File: config.mk
export PLATFORM = sky130hd
export DESIGN_NAME = block_deinterleaver
export DESIGN_NICKNAME = d
export VERILOG_FILES = /design/src/rtl/block_deinterleaver.sv
export SDC_FILE = /design/constraint.sdc
export NUM_CORES = 1
export LEC_CHECK = 0
export BUFFER_PORTS_ARGS = -buffer_cell sky130_fd_sc_hd__buf_2
export CORE_ASPECT_RATIO = 1.2
export CORE_MARGIN = 3
export CORE_UTILIZATION = 41
export CTS_CLUSTER_SIZE = 30
export DETAILED_ROUTE_END_ITERATION = 12
export HOLD_SLACK_MARGIN = 0.05
export PLACE_DENSITY = 0.68
export SLEW_MARGIN = 10
export SYNTH_ARGS = -nofsm -noshare
export SYNTH_HDL_FRONTEND = slang
export SYNTH_SLANG_ARGS = --single-unit
File: constraint.sdc
create_clock -name clk -period 6.1 [get_ports clk]
set_clock_uncertainty 0.05 [all_clocks]
set_input_delay 1.22 -clock clk [delete_from_list [all_inputs] [get_ports clk]]
set_output_delay 1.22 -clock clk [all_outputs]
set_load 0.01 [all_outputs]
File: src/rtl/block_deinterleaver.sv
// block_deinterleaver: column-major bit stream in, row-major block out, ROWS x COLS flop matrix.
// Define DEINTLV_PINGPONG_EN for two banks so one block fills while the other drains.
module block_deinterleaver #(
    parameter int ROWS = 4,
    parameter int COLS = 8
) (
    input  logic clk,
    input  logic reset,
    input  logic in_bit,
    input  logic in_valid,
    output logic in_ready,
    output logic out_bit,
    output logic out_valid,
    input  logic out_ready,
    output logic out_last
);
`ifdef DEINTLV_PINGPONG_EN
    localparam logic PP = 1'b1;
`else
    localparam logic PP = 1'b0;
`endif
    localparam int RW = ROWS > 1 ? $clog2(ROWS) : 1;
    localparam int CW = COLS > 1 ? $clog2(COLS) : 1;
    localparam logic [RW-1:0] RMAX = RW'(ROWS - 1);
    localparam logic [CW-1:0] CMAX = CW'(COLS - 1);

    typedef enum logic {FILL, DRAIN} state_t;
    state_t state, state_nx;

    logic          mat [2][ROWS][COLS];
    logic [RW-1:0] wr_row, rd_row, nx_row;
    logic [CW-1:0] wr_col, rd_col, nx_col;
    logic          wbank, rbank, fill_done;
    logic          in_xfer, out_xfer, fill_cpl, drain_cpl, swap;

    // With a single bank PP=0 pins both bank selects to bank 0.
    assign rbank     = wbank ^ PP;
    assign in_xfer   = in_valid && in_ready;
    assign out_xfer  = out_valid && out_ready;
    assign fill_cpl  = in_xfer && wr_row == RMAX && wr_col == CMAX;
    assign drain_cpl = out_xfer && out_last;
    assign swap      = (fill_cpl || fill_done) && (state == FILL || drain_cpl);
    assign nx_col    = rd_col == CMAX ? '0 : rd_col + 1'b1;
    assign nx_row    = rd_col != CMAX ? rd_row : rd_row == RMAX ? '0 : rd_row + 1'b1;

    always_ff @(posedge clk or posedge reset) begin
        if (reset) state <= FILL;
        else       state <= state_nx;
    end

    always_comb begin
        state_nx = swap ? DRAIN : drain_cpl ? FILL : state;
    end

    always_comb begin
        out_valid = state == DRAIN;
        in_ready  = !reset && (PP ? !fill_done : state == FILL);
    end

    // Matrix is deliberately not reset; a partial block is simply overwritten.
    always_ff @(posedge clk) begin
        if (in_xfer) mat[wbank][wr_row][wr_col] <= in_bit;
    end

    always_ff @(posedge clk or posedge reset) begin
        if (reset) begin
            wr_row    <= '0;
            wr_col    <= '0;
            rd_row    <= '0;
            rd_col    <= '0;
            wbank     <= 1'b0;
            fill_done <= 1'b0;
            out_bit   <= 1'b0;
            out_last  <= 1'b0;
        end else begin
            if (in_xfer) begin
                wr_row <= wr_row == RMAX ? '0 : wr_row + 1'b1;
                if (wr_row == RMAX) wr_col <= wr_col == CMAX ? '0 : wr_col + 1'b1;
            end
            fill_done <= (fill_cpl || fill_done) && !swap;
            if (swap) begin
                wbank    <= wbank ^ PP;
                rd_row   <= '0;
                rd_col   <= '0;
                out_bit  <= mat[wbank][0][0];
                out_last <= 1'b0;
            end else if (out_xfer) begin
                rd_row   <= nx_row;
                rd_col   <= nx_col;
                out_bit  <= mat[rbank][nx_row][nx_col];
                out_last <= nx_row == RMAX && nx_col == CMAX;
            end
        end
    end
endmodule

==> impl_metrics.toml, run 1 <==
[run_status]
status = "finished, final reports clean"

[final_layout]
final_nets = 231
syn_to_final_growth_pct = 7.42
fin_util = 0.462
antennaDiodeCount = 0
final_layout_size_suffix_gt1_frac = 0.106

[worst_setup_path]
setup.worst_path.start_class = "input pin"
path_class = "in2out"
r2r.worst_path.cells = 8
cp-end-kind = "primary output"
r2r_setup_slack_ns = 3.44
cp_data_required_time_ns = 4.83
r2r-end = "out_bit"
r2r-start = "rd_col[0]"
cp_max_fo = 3
critPathArrivalTime_ns = 1.54

[floorplanning]
core_area_um2 = 5370
fp-row-count = 29
start_util = 0.430
die-area_um2 = 6570
io_pins = 9
die_w_um = 74.5
die_y_um = 88.2

[global_route]
grt_pass1_wl_um = 6950
antenna_found_initial = 0
overflow = 0
grt_pass1_vias = 1460
grt.total_usage = 0.144
grt_max_degree = 33

[timing]
fin_tns_setup_ns = 0
final_max_slew_viol_count = 0
clock.fmax_mhz = 356
worst_pin_slew_ns = 0.687
finalHoldViolations = 0
setup_violations = 0
fin_crit_sh = 0.460
period_needed_ns = 2.81
rsz0062_at_grt = "no"
slew_headroom = 0.538

[power_and_ir_drop]
p_sw_mw = 0.212
p_per_area_nw_per_um2 = 280
pwr-share-clk = 0.251
max-vdd-ir-drop_v = 0.000108
seq_power_share = 0.567
switching_share = 0.304
p_leak_nw = 0.960
p_int_mw = 0.484
combPwrFrac = 0.182
power_mw = 0.696

[clocking]
cts_max_path_buffers = 2
cts_setup_buffers = 0
holdBufCountCts = 0
cts.clk_slew.worst_paths_ns = 0.09
cts_made_buffers = 5
cts_resized = 0
clockRootBuffer = "clkbuf_8"
cts.sinks = 46
cts_max_level = 2
tritoncts = "yes"
insertion_delay_ns = 0.30

[yosys]
synth.net_count = 221
netlist_area_um2 = 2310
synth_area_leaders = "edfxtp_1 42%, dfrtp_1 15%, nor2_1 6.3%, ha_1 5.4%, mux2i_1 5.2%"
ys_seq_area_frac = 0.568
synth_edf_count = 32
yosys_warnings = 0
syn_avg_cell_area_um2 = 11.2
ys.flop_type = "edfxtp_1"
synthCells = 206
synthArstFlopShare = 0.304
synth-seq-cells = 46
synth_top_area_share = 0.416
synth.distinct_cells = 42
synth_largest_area_cell = "edfxtp_1"

[flow_run]
max-cap-violations = 0

[placed_design]
io_buffer_count = 8
dp_hpwl_um = 3050
gp_congestion = 0.778

[routing]
vias = 1547
drc = 0
vias_per_cell = 5.54
wire_per_inst_um = 15.9
ant_nets = 0
dr.pass1.iters = 4
drt_iter0_markers = 91
wirelength_um = 4430

[min_path]
hold_start = "fill_done"
hold-path-cell-count = 2
hold_class = "reg2reg"
hold_end = "out_valid"
## flip-flops by register name (all words and copies together), names as in the netlist
signal,cells
rd_row,2
out_valid,1
rd_col,3
out_bit,1
fill_done,1
wr_row,2
mat,32
wr_col,3
out_last,1
## logic make-up (layout without fill, tap and decap cells)
family,after synthesis,after routing,synth area share
and+or+nand+nor,88,88,0.184
DFF,46,46,0.568
AOI/OAI and AO/OA,35,35,0.101
muxes,16,16,0.0715
buffers and inverters,11,22,0.0217
adders and majority gates,10,10,0.0542
## per-layer routing
layer	vias to the layer above	wire, um	global-route usage
li1	760	-	-
met1	762	1910	0.165
met2	15	2340	0.257
met3	10	75	0.0273
met4	0	108	0.0615
met5	-	0	0
## per-stage QoR
| step | hold WS, ns | setup slack, ns | std cells | instance area [um2] |
|---|---|---|---|---|
| finish | 0.446 | 3.29 | 279 | 2480 |
| global route | 0.478 | 3.20 | 279 | 2480 |
| CTS | 0.445 | 3.29 | 279 | 2480 |
| detailed placement | 0.413 | 3.27 | 271 | 2400 |
| global placement | 0.423 | 3.30 | 271 | 2400 |
| floorplan | 0.395 | 3.45 | 206 | 2310 |
## synth_stat cells, types with 2 or more instances
master	count
dfrtp_1	14
nand2b_1	3
o21ai_0	9
a22oi_1	4
inv_1	6
ha_1	10
nand2_1	21
a21oi_1	4
nand3b_1	3
o211ai_1	2
mux2_1	2
o31ai_1	2
mux2i_1	12
nor3_1	4
clkbuf_1	2
nand3_1	8
edfxtp_1	32
or3b_2	2
a21o_1	2
o21ai_1	3
mux2_2	2
nor2_1	39
## critical path: stages
cell and delay, ns:
buf_2 0.11, nor2_1 0.07, buf_2 0.13
## how the worst max path moves through the flow
stage                          from         to  slack, ns
after global placement        reset   in_ready       3.30
final                         reset   in_ready       3.29
after global routing      rd_col[0]    out_bit       3.20
after floorplan               reset   in_ready       3.45
after CTS                     reset   in_ready       3.29
after detailed placement      reset  mat[0][3]       3.27
## power groups by stage
stage	clock (mW)	sequential, mW	combinational, mW
CTS	0.175	0.395	0.127
global placement	0	0.400	0.123
detailed placement	0	0.401	0.127
global route	0.191	0.399	0.145
finish	0.175	0.395	0.126
floorplan	0	0.384	0.0996
## layout make-up
type                    count  area [um2]
clock buffers               6        72.6
flip-flops and latches     46        1310
inverters                   6        22.5
multi-input cells         149         948
well taps                  62        77.6
fillers                   513        2890
clock inverters             2        8.76
repair buffers              8        40.0
## cell usage in the layout, fill, tap and decap left out, drive strengths merged, types with 3 or more instances in the layout
cell type and n:
buf 8, mux2 4, a21oi 4, o31ai 3, nand2 21, o21ai 12
dfrtp 14, inv 6, edfxtp 32, nand3b 3, mux2i 12, nand2b 3
nor3 4, clkbuf 6, nor2 40, a22oi 4, nand3 8, or3b 3
ha 10
No activity file was read; power rests on OpenSTA's default activity.
==> inputs of run 2 (changes only) <==
--- a/config.mk
+++ b/config.mk
@@ -12,7 +12,7 @@
 export CTS_CLUSTER_SIZE = 30
 export DETAILED_ROUTE_END_ITERATION = 12
 export HOLD_SLACK_MARGIN = 0.05
-export PLACE_DENSITY = 0.68
+export PLACE_DENSITY = 0.7
 export SLEW_MARGIN = 10
 export SYNTH_ARGS = -nofsm -noshare
 export SYNTH_HDL_FRONTEND = slang
==> constraint.sdc (replaced) <==
create_clock -name clk -period 2.35 [get_ports clk]
set_clock_uncertainty 0.05 [all_clocks]
set_input_delay 0.47 -clock clk [delete_from_list [all_inputs] [get_ports clk]]
set_output_delay 0.47 -clock clk [all_outputs]
set_load 0.01 [all_outputs]
==> run 2 against run 1 <==
Clock power rose to 2.7 times the previous value; total power grew to 2.7 times the previous value; final area grew 4.7%; via count rose by 2.1%; first-iteration DRC count shrank 35%; global-route usage is 0.47 points higher; count of clock-buffer cells in the layout is the same; hold slack worse by 0.27 ns; critical endpoint is now out_bit.
==> impl_metrics.toml, run 2 (same netlist as run 1, synthesis figures left out) <==
[run_status]
status = "finished, final reports clean"

[clocking]
clockRootBuffer = "clkbuf_8"
cts.sinks = 46
holdBufCountCts = 0
cts.clk_slew.worst_paths_ns = 0.08
insertion_delay_ns = 0.30
cts_resized = 0
cts_made_buffers = 5
cts_max_path_buffers = 2
cts_setup_buffers = 0
tritoncts = "yes"
cts_max_level = 2

[routing]
drc = 0
dr.pass1.iters = 4
vias = 1580
wire_per_inst_um = 14.6
wirelength_um = 4250
vias_per_cell = 5.41
drt_iter0_markers = 59
ant_nets = 0

[final_layout]
final_layout_size_suffix_gt1_frac = 0.170
reg_top3 = "mat: 32 flops, rd_col: 3 flops, wr_col: 3 flops"
layout_commonest_cell = "nor2_1"
syn_to_final_growth_pct = 12.5
final_cells = 292
largest_reg_flops = 32
antennaDiodeCount = 0
final_nets = 244
final_cell_mix = "39 x nor2_1, 32 x edfxtp_1, 21 x nand2_1"
top_register = "mat"

[power_and_ir_drop]
p_leak_nw = 1.03
max-vdd-ir-drop_v = 0.000540
p_per_area_nw_per_um2 = 713

[worst_setup_path]
path_delay_family = "simple AND/OR/NAND/NOR gates"
slowest_stage = "dfrtp_1"
path_class = "reg2reg"
path_buf_inv = 0
r2r-start = "rd_col[1]"
path_cells = "ha_1 > ha_4 > nor3b_4 > nor2_4 > mux2i_1 > a22oi_1 > a211oi_1 > o31ai_2"
setup.worst_path.start_class = "flip-flop"
cp-end-kind = "flip-flop"
cpPeakStageDelay_ns = 0.41
cp_max_fo = 10
r2r_setup_slack_ns = 0.18
r2r-end = "out_bit"
critPathArrivalTime_ns = 2.30
cp_data_required_time_ns = 2.48
r2r.worst_path.cells = 8

[timing]
fin_tns_setup_ns = 0
setup_violations = 0
worst_pin_slew_ns = 0.533
fin_crit_sh = 0.924
period_needed_ns = 2.17
final_max_slew_viol_count = 0
clock.fmax_mhz = 461
slew_headroom = 0.644
finalHoldViolations = 0
rsz0062_at_grt = "no"

[min_path]
hold_class = "in2async"

[floorplanning]
fp-row-count = 29
start_util = 0.430
die-area_um2 = 6570
io_pins = 9
die_y_um = 88.2
die_w_um = 74.5
core_area_um2 = 5370

[placed_design]
dp_hpwl_um = 3100
post-place-cells = 284
gp_congestion = 0.778
io_buffer_count = 8

[global_route]
overflow = 0
grt_pass1_vias = 1560
grt_max_degree = 33
grt_pass1_wl_um = 7290
grt.total_usage = 0.148
antenna_found_initial = 0

[flow_run]
max-cap-violations = 0
==> run 2: worst max-delay path by stage <==
stage | start | endpoint | slack (ns) | cells past startpoint
after floorplan | rd_col[0] | out_bit | 0.19 | 9
after global placement | rd_col[1] | out_bit | 0.1 | 8
after detailed placement | rd_col[1] | out_bit | 0.08 | 8
after CTS | rd_col[1] | out_bit | 0.06 | 8
after global routing | rd_col[1] | out_bit | 0.01 | 9
final | rd_col[1] | out_bit | 0.18 | 8
==> run 2: area by class of cell <==
cell class / count / area, um2
clock buffer: 6 / 72.6
inverter: 6 / 22.5
sequential: 46 / 1310
fill: 505 / 2770
timing repair buffer: 21 / 138
multi-input combinational: 149 / 963
clock inverter: 2 / 13.8
tap: 62 / 77.6
==> run 2: report_power, final <==
group | total [mW] | leakage, nW | switching, mW | internal [mW]
Clock | 0.469 | 0.0452 | 0.259 | 0.210
Combinational | 0.404 | 0.508 | 0.242 | 0.162
Sequential | 0.979 | 0.477 | 0.0508 | 0.929
Total | 1.85 | 1.03 | 0.551 | 1.30
==> run 2: layer usage <==
layer  vias to the layer above  track usage  share of wire
met2                        15        0.255           0.53
met5                         -            0              0
met4                         0       0.0680          0.024
li1                        790            -              -
met3                         9       0.0273          0.018
met1                       766        0.178           0.43
==> run 2: stage by stage <==
stage / setup WS, ns / instance area [um2] / utilization / hold WS, ns / power, mW
CTS: 0.0629 / 2580 / 0.481 / 0.187 / 1.87
global route: 0.0108 / 2600 / 0.484 / 0.205 / 1.97
floorplan: 0.185 / 2310 / - / 0.309 / 1.26
global placement: 0.0990 / 2500 / 0.465 / 0.408 / 1.39
detailed placement: 0.0794 / 2500 / 0.465 / 0.413 / 1.40
finish: 0.179 / 2600 / 0.484 / 0.176 / 1.85
==> inputs of run 3 (changes only) <==
--- a/config.mk
+++ b/config.mk
@@ -12,7 +12,7 @@
 export CTS_CLUSTER_SIZE = 30
 export DETAILED_ROUTE_END_ITERATION = 12
 export HOLD_SLACK_MARGIN = 0.05
-export PLACE_DENSITY = 0.7
+export PLACE_DENSITY = 0.68
 export SLEW_MARGIN = 10
 export SYNTH_ARGS = -nofsm -noshare
 export SYNTH_HDL_FRONTEND = slang
==> run 3 against run 2 <==
Setup slack worse by 0.024 ns; register-to-register slack worse by 0.02 ns; hold slack worse by 0.0055 ns; global-route usage is 0.29 points lower; critical path depth is 1 higher; sequential share of layout area is 0.15 points lower; critical endpoint unchanged.
==> impl_metrics.toml, run 3 (same netlist as run 1, synthesis figures left out) <==
[run_status]
status = "finished, final reports clean"

[power_and_ir_drop]
p_leak_nw = 1.03
max-vdd-ir-drop_v = 0.000342
p_per_area_nw_per_um2 = 714

[clocking]
tritoncts = "yes"
holdBufCountCts = 0
cts_max_path_buffers = 2
clockRootBuffer = "clkbuf_8"
cts.sinks = 46
cts.clk_slew.worst_paths_ns = 0.10
cts_made_buffers = 5
cts_max_level = 2
insertion_delay_ns = 0.31

[timing]
final_max_slew_viol_count = 0
period_needed_ns = 2.19
finalHoldViolations = 0
clock.fmax_mhz = 456
hold-worst-slack_ns = 0.170
setup_violations = 0
setup_ws_ns = 0.155
slew_headroom = 0.629
worst_pin_slew_ns = 0.556
fin_crit_sh = 0.934

[worst_setup_path]
setup.worst_path.start_class = "flip-flop"
cp_max_fo = 9
cp_data_required_time_ns = 2.53
cp-end-kind = "flip-flop"
path_cells = "ha_1 > ha_2 > buf_4 > or3b_1 > a21oi_1 > o21ai_1 > nand4_1 > a211o_1 > o31ai_2"
critPathArrivalTime_ns = 2.37
cpPeakStageDelay_ns = 0.41
slowest_stage = "dfrtp_1"
path_class = "reg2reg"

[routing]
ant_nets = 0
wire_per_inst_um = 14.5
vias = 1554
dr.pass1.iters = 4
vias_per_cell = 5.29
drt_iter0_markers = 83
drc = 0
wirelength_um = 4250

[final_layout]
syn_to_final_growth_pct = 12.8
top_register = "mat"
largest_reg_flops = 32
final_cell_mix = "39 x nor2_1, 32 x edfxtp_1, 21 x nand2_1"
reg_top3 = "mat: 32 flops, rd_col: 3 flops, wr_col: 3 flops"
antennaDiodeCount = 0
final_nets = 246
final_layout_size_suffix_gt1_frac = 0.177
layout_commonest_cell = "nor2_1"
nFillCells = 484
postLayoutCellArea_um2 = 2610

[global_route]
grt_max_degree = 33
overflow = 0
grt.total_usage = 0.145
grt_pass1_vias = 1535
antenna_found_initial = 0
grt_pass1_wl_um = 7200

[floorplanning]
io_pins = 9
die_y_um = 88.2
die-area_um2 = 6570
start_util = 0.430
fp-row-count = 29
core_area_um2 = 5370
die_w_um = 74.5

[placed_design]
dpl-instance-area_um2 = 2490
dp_slack_ns = 0.0686
dp_hpwl_um = 3240
io_buffer_count = 8
gp_congestion = 0.807

[min_path]
hold_class = "in2async"

[flow_run]
max-cap-violations = 0
run 3: timing repair:
action | in CTS | in global routing
gates resized for setup | 0 | 1
buffers inserted | 0 | 3
hold endpoints to repair | 0 | 0
endpoints found under the setup margin | 0 | 1
run 3: per-stage QoR:
stage	cells	util	TNS, ns	total power, mW
2_1_floorplan	206	-	0	1.26
3_3_place_gp	283	0.464	0	1.38
3_5_place_dp	283	0.464	0	1.39
4_1_cts	291	0.481	0	1.88
5_1_grt	294	0.485	-0.000215	1.98
6_report	294	0.485	0	1.86
run 3: final timing paths:
| check | from | to | slack, ns | cells past startpoint |
|---|---|---|---|---|
| hold reg to reg | fill_done | out_valid | 0.46 | 2 |
| max in group asynchronous | reset | wr_col[2] | 1.71 | 2 |
| setup / recovery | rd_col[1] | out_bit | 0.16 | 9 |
| min in group clk | fill_done | out_valid | 0.46 | 2 |
| hold / removal | reset | out_last | 0.17 | 2 |
| setup reg to reg | rd_col[1] | out_bit | 0.16 | 9 |
run 3: area by class of cell:
| cell class | count | area, um2 | share of cell area |
|---|---|---|---|
| clock buffer | 5 | 68.8 | 0.0264 |
| tap | 62 | 77.6 | 0.0298 |
| inverter | 6 | 22.5 | 0.00864 |
| multi-input combinational | 149 | 951 | 0.365 |
| clock inverter | 3 | 22.5 | 0.00864 |
| timing repair buffer | 23 | 153 | 0.0586 |
| sequential | 46 | 1310 | 0.503 |
run 3: power by group:
group          leakage (nW)  internal (mW)  switching (mW)  total (mW)
clock network        0.0451          0.214           0.276       0.489
logic                 0.512          0.153           0.224       0.377
registers             0.477          0.928          0.0665       0.995
run 3: critical path, delay by kind of cell, from the launching register on:
family	cells	cell delay [ns]
and+or+nand+nor	2	0.35
adders and majority gates	2	0.41
AOI/OAI and AO/OA	4	0.73
buffers and inverters	1	0.16
DFF	1	0.41
run 3: routing by layer:
metal | up-vias | GRT usage | share of wire
met5 | - | 0 | 0
met4 | 0 | 0.0680 | 0.023
met3 | 7 | 0.0261 | 0.017
met2 | 12 | 0.241 | 0.51
met1 | 740 | 0.183 | 0.45
li1 | 795 | - | -
